`config.mk`:
```
export PLATFORM = sky130hd
export DESIGN_NAME = led_dim_pwm_driver_flat
export DESIGN_NICKNAME = d
export VERILOG_FILES = /design/src/rtl/led_dim_pwm_driver_if.sv /design/src/rtl/led_dim_pwm_driver.sv /design/src/flat_wrapper.sv
export SDC_FILE = /design/constraint.sdc
export NUM_CORES = 2
export LEC_CHECK = 0
export CAP_MARGIN = 5
export CORE_ASPECT_RATIO = 0.6
export CORE_MARGIN = 5
export CORE_UTILIZATION = 25
export CTS_BUF_LIST = sky130_fd_sc_hd__clkbuf_4 sky130_fd_sc_hd__clkbuf_8
export DETAILED_ROUTE_END_ITERATION = 10
export DONT_BUFFER_PORTS = 1
export GPL_ROUTABILITY_DRIVEN = 0
export PLACE_DENSITY_LB_ADDON = 0.05
export REMOVE_ABC_BUFFERS = 1
export SKIP_CTS_REPAIR_TIMING = 1
export SLEW_MARGIN = 30
export SYNTH_ARGS = -nofsm -noshare
export SYNTH_HDL_FRONTEND = slang
export SYNTH_SLANG_ARGS = --single-unit
```
`constraint.sdc`:
```
create_clock -name clk -period 2.6 [get_ports clk]
set_input_delay 0.13 -clock clk [delete_from_list [all_inputs] [get_ports clk]]
set_output_delay 0.13 -clock clk [all_outputs]
set_load 0.005 [all_outputs]
```
`src/rtl/led_dim_pwm_driver_if.sv`:
```
// Write port for the LED dimming driver: indexed brightness updates
// from the block statistics stage, with a frame-commit flag.
interface led_dim_pwm_driver_if #(
  parameter int DW = 8,
  parameter int IW = 6
);
  logic          in_valid;
  logic [DW-1:0] in_data;
  logic [IW-1:0] in_idx;
  logic          in_last;

  modport master (output in_valid, in_data, in_idx, in_last);
  modport slave  (input  in_valid, in_data, in_idx, in_last);
endinterface

```
`src/rtl/led_dim_pwm_driver.sv`:
```
// Double-buffered LED frame -> per-slot PWM -> LANES daisy-chained 74HC595 strings.
// Optional LED_IIR_EN: temporal smoothing of the front buffer on each swap.
module led_dim_pwm_driver #(
  parameter int N_LED    = 40,
  parameter int DW       = 8,
  parameter int LANES    = 6,
  parameter int SCLK_DIV = 4
) (
  input  logic             clk,
  input  logic             rst,
  led_dim_pwm_driver_if.slave wr,
  output logic             shcp,
  output logic             stcp,
  output logic [LANES-1:0] ds,
  output logic             swap_pulse,
  output logic             err_idx
);
  localparam int L  = (N_LED + LANES - 1) / LANES;
  localparam int BW = (L > 1) ? $clog2(L) : 1;
  localparam int CW = (SCLK_DIV > 1) ? $clog2(SCLK_DIV) : 1;
  localparam logic [DW-1:0] PMAX = DW'((64'd1 << DW) - 64'd2);

  typedef enum logic [1:0] {LOAD, SHIFT_LO, SHIFT_HI, LATCH} state_t;

  state_t                   st;
  logic [N_LED-1:0][DW-1:0] back, front, front_nxt;
  logic [LANES-1:0][L-1:0]  on_chain, on_q;
  logic [BW-1:0]            bidx;
  logic [CW-1:0]            cnt;
  logic [DW-1:0]            pcnt;
  logic                     pend;
  logic                     in_range, commit, last_cnt;

  assign in_range = (32'(wr.in_idx) < 32'(N_LED));
  assign commit   = wr.in_valid & wr.in_last;
  assign last_cnt = (cnt == CW'(SCLK_DIV - 1));

  // Chain slots beyond N_LED are padding and always shift 0.
  for (genvar j = 0; j < LANES; j++) begin : g_lane
    for (genvar p = 0; p < L; p++) begin : g_pos
      localparam int K = j * L + p;
      if (K < N_LED) begin : g_led
        assign on_chain[j][p] = (front[K] > pcnt);
      end else begin : g_pad
        assign on_chain[j][p] = 1'b0;
      end
    end
  end

  for (genvar k = 0; k < N_LED; k++) begin : g_swap
`ifdef LED_IIR_EN
    logic [DW+1:0] f, b, diff, avg;
    assign f    = (DW+2)'(front[k]);
    assign b    = (DW+2)'(back[k]);
    assign diff = (b > f) ? (b - f) : (f - b);
    assign avg  = (f + (f << 1) + b + (DW+2)'(2)) >> 2;
    assign front_nxt[k] = (diff < (DW+2)'(4)) ? back[k] : avg[DW-1:0];
`else
    assign front_nxt[k] = back[k];
`endif
  end

  always_ff @(posedge clk) begin
    if (rst) begin
      st         <= LOAD;
      cnt        <= '0;
      bidx       <= '0;
      pcnt       <= '0;
      pend       <= 1'b0;
      shcp       <= 1'b0;
      stcp       <= 1'b0;
      ds         <= '0;
      swap_pulse <= 1'b0;
      err_idx    <= 1'b0;
      back       <= '0;
      front      <= '0;
      on_q       <= '0;
    end else begin
      swap_pulse <= 1'b0;
      if (wr.in_valid) begin
        if (in_range) back[wr.in_idx] <= wr.in_data;
        else          err_idx <= 1'b1;
      end
      if (commit) pend <= 1'b1;

      case (st)
        LOAD: begin
          on_q <= on_chain;
          bidx <= BW'(L - 1);
          for (int j = 0; j < LANES; j++) ds[j] <= on_chain[j][L-1];
          cnt  <= '0;
          st   <= SHIFT_LO;
        end
        SHIFT_LO: begin
          if (last_cnt) begin
            cnt  <= '0;
            shcp <= 1'b1;
            st   <= SHIFT_HI;
          end else cnt <= cnt + 1'b1;
        end
        SHIFT_HI: begin
          if (last_cnt) begin
            cnt  <= '0;
            shcp <= 1'b0;
            if (bidx == '0) begin
              stcp <= 1'b1;
              st   <= LATCH;
            end else begin
              bidx <= bidx - 1'b1;
              for (int j = 0; j < LANES; j++) ds[j] <= on_q[j][bidx - 1'b1];
              st   <= SHIFT_LO;
            end
          end else cnt <= cnt + 1'b1;
        end
        LATCH: begin
          if (last_cnt) begin
            cnt  <= '0;
            stcp <= 1'b0;
            st   <= LOAD;
            if (pcnt == PMAX) begin
              pcnt <= '0;
              // front_nxt reads back before this cycle's write lands;
              // a commit arriving on the swap cycle re-arms for the next wrap.
              if (pend) begin
                front      <= front_nxt;
                swap_pulse <= 1'b1;
                pend       <= commit;
              end
            end else pcnt <= pcnt + 1'b1;
          end else cnt <= cnt + 1'b1;
        end
        default: st <= LOAD;
      endcase
    end
  end
endmodule

```
`src/flat_wrapper.sv`:
```
// flat-port wrapper written by rule: the top's interface ports become plain ports
module led_dim_pwm_driver_flat 
#(
  parameter int N_LED    = 40,
  parameter int DW       = 8,
  parameter int LANES    = 6,
  parameter int SCLK_DIV = 4
)
  (clk, rst, shcp, stcp, ds, swap_pulse, err_idx, wr_in_valid, wr_in_data, wr_in_idx, wr_in_last);
  led_dim_pwm_driver_if #(.DW(DW), .IW(6)) wr_i ();
  input  logic clk;
  input  logic rst;
  output logic shcp;
  output logic stcp;
  output logic [LANES-1:0] ds;
  output logic swap_pulse;
  output logic err_idx;
  input wire logic [$bits(wr_i.in_valid)-1:0] wr_in_valid;
  input wire logic [$bits(wr_i.in_data)-1:0] wr_in_data;
  input wire logic [$bits(wr_i.in_idx)-1:0] wr_in_idx;
  input wire logic [$bits(wr_i.in_last)-1:0] wr_in_last;
  assign wr_i.in_valid = wr_in_valid;
  assign wr_i.in_data = wr_in_data;
  assign wr_i.in_idx = wr_in_idx;
  assign wr_i.in_last = wr_in_last;
  led_dim_pwm_driver #(.N_LED(N_LED), .DW(DW), .LANES(LANES), .SCLK_DIV(SCLK_DIV)) u_core (.clk(clk), .rst(rst), .wr(wr_i), .shcp(shcp), .stcp(stcp), .ds(ds), .swap_pulse(swap_pulse), .err_idx(err_idx));
endmodule
```
==> results.toml <==
[run_status]
status = "complete, but fails checks"
violations = "hold timing, slew limit, setup timing"

[sta]
setup_ws_ps = -287.6
tightest_slew_ps = 2966
period_minus_slack_ps = 2888
slew_viol_final = 349
clock.fmax_mhz = 346.3
holdWs_ps = -486.3
hold_viol_final = 138
finalCritPeriodShare = 1.111
rsz0062_at_grt = "no"
setup_viol = 34
finClkSkew_ps = 41.45
relSlewSlack = -0.9774

[floorplan]
die_area_mm2 = 0.1362
boundaryPins = 28
die_w_um = 473.2
coreArea_mm2 = 0.1284
num_rows = 102
die_y_um = 287.9
start_util = 0.2506

[yosys]
ys_warn_count = 0
synthCells = 3593
syn_avg_cell_area_um2 = 8.956
synth-edff-count = 0
yosysTopAreaCell = "dfxtp_1"
ys_seq_area_frac = 0.4392
synth_area_mm2 = 0.03218
synth-seq-cells = 706
synth_top_flop_cell = "dfxtp_1"
synth_area_leaders = "dfxtp_1 (44%), ha_1 (13%), mux2i_1 (10%), nand2_1 (7.6%), a21oi_1 (5.9%)"
synth_commonest_cells = "dfxtp_1 (706), nand2_1 (654), nor2_1 (397), a21oi_1 (380), ha_1 (325)"
synth_top_area_share = 0.4392
synthArstFlopShare = 0
synth.most_common_cell = "dfxtp_1"
synth_cell_types = 48

[cells_and_area]
multi_input_area_mm2 = 0.01689
drive_gt1_frac = 0.09647
fillCellCount = 13640
design_area_mm2 = 0.04122
fin_nets = 4334
seqCellArea_mm2 = 0.01414
syn_to_final_growth_pct = 28.09
finish.utilization = 0.3210

[placement]
dp_slack_ps = 263.9
dpl-instance-area_mm2 = 0.03468
numPortBuffers = 0
hpwl_mm = 64.35

[job]
drv_cap = 0

[detailed_routing]
routed_wl_mm = 116.8
dr.pass1.iters = 4
vias = 26120
drt_iter0_drc = 1438
ant_nets = 0
post_drt_wl_per_cell_um = 20.11
drcViolationCount = 0
via_per_inst = 4.496

[power_and_ir_drop]
vdd_drop_max_uv = 383.2
total_power_w = 0.02254
power_density_mw_per_mm2 = 546.8
p_leak_nw = 16.74

[setup_path]
end_kind = "flop"
worstPathRequired_ps = 3370
cp.arrival_ps = 3660
cp_max_fo = 667
worstSetupPathType = "input pin to flop"
start_kind = "input pin"

[clock_tree]
cts_root_buf = "clkbuf_8"
clock_latency_ps = 840
clock_path_buffers = 3
clkSinkCount = 706
h-tree-depth = 3
clk_pin_slew_ps = 60
numCtsBuffers = 119
cts_tree = "built"

[grt]
grt_max_degree = 668
gr-total-overflow = 0
grt_antenna_before_repair = 11
grt_pass1_wl_mm = 165.3
first_global_vias = 23900
track_usage = 0.1626

[worst_hold_path]
min_path_type = "input pin to flop"
==> placed cells by master, fill, tap and decap left out, types with 8 or more instances in the layout <==
cell type        n
dfxtp_1        705
nand2_1        654
nor2_1         396
a21oi_1        380
dlygate4sd3_1  367
ha_1           325
mux2i_1        321
clkbuf_8       161
o21ai_0         89
inv_1           84
nand4_1         82
a21o_1          77
buf_4           72
nor2b_1         43
clkbuf_4        40
a211oi_1        39
o21a_1          34
a211o_1         34
buf_12          31
nor2_2          20
nor2_4          17
clkinv_2        16
diode_2         10
nand3_1         10
buf_16           8
==> path summary, 6_finish.rpt <==
check                        start                 to  slack (ps)  cells after the start
setup / recovery               rst     u_core.on_q[8]        -290                      5
hold reg to reg   u_core.back[252]  u_core.front[252]         430                      2
setup reg to reg    u_core.pcnt[3]  u_core.front[205]         240                      6
hold / removal                 rst  u_core.front[230]        -490                      1
==> worst max-delay path, stage by stage <==
cell and delay (ps):
nor2_4 1420, buf_4 320, o21ai_0 140, a211oi_1 250, a211o_1 120
==> cells by family (layout without fill, tap and decap cells) <==
kind of cell,after synthesis,after routing,synth area share
other,0,10,0
buffers and inverters,292,783,0.03698
AO/OA/AOI/OAI,677,677,0.1236
AND/OR/NAND/NOR,1253,1253,0.1658
adder cells (fa/ha/maj),325,325,0.1264
XOR/XNOR,8,8,0.002178
multiplexers,332,332,0.1058
flip-flops,706,706,0.4392
==> cell type report <==
| type | count | area share |
|---|---|---|
| Inverter | 91 | 0.008500 |
| Clock inverter | 13 | 0.002398 |
| Clock buffer | 201 | 0.06104 |
| Tap cell | 1716 | 0.05209 |
| Antenna cell | 10 | 0.0006071 |
| Multi-Input combinational cell | 2595 | 0.4097 |
| Sequential cell | 706 | 0.3430 |
| Timing Repair Buffer | 478 | 0.1226 |
==> sequential cells by signal, indices dropped and copies added (netlist names) <==
| name | cells |
|---|---|
| u_core.back | 320 |
| u_core.front | 320 |
| u_core.on_q | 40 |
| u_core.pcnt | 8 |
| u_core.ds | 6 |
| u_core.bidx | 3 |
| u_core.cnt | 2 |
| u_core.st | 2 |
| u_core.err_idx | 1 |
| u_core.pend | 1 |
| u_core.shcp | 1 |
| u_core.stcp | 1 |
| u_core.swap_pulse | 1 |
==> metal layers <==
| metal | global-route usage | vias up | part of all wire |
|---|---|---|---|
| met1 | 0.2599 | 12480 | 0.56 |
| met4 | 0.03140 | 2 | 0.017 |
| li1 | - | 13220 | - |
| met2 | 0.2224 | 279 | 0.39 |
| met5 | 0 | - | 0.00011 |
| met3 | 0.02976 | 146 | 0.034 |
==> where the power goes <==
| part | total (W) | leakage (nW) | switching, W | internal [W] |
|---|---|---|---|---|
| Combinational | 0.000567 | 9.66 | 0.000395 | 0.000172 |
| Clock | 0.0111 | 1.40 | 0.00497 | 0.00613 |
| Sequential | 0.0109 | 5.69 | 0.0000247 | 0.0108 |
| Total | 0.0225 | 16.7 | 0.00539 | 0.0171 |
==> per-stage QoR <==
step,setup TNS [ps],instances
CTS,0,5425
finish,-6380,5810
global route,0,5804
detailed placement,0,5211
floorplan,-3699090,3392
global placement,0,5211
No activity file was read; power rests on OpenSTA's default activity.
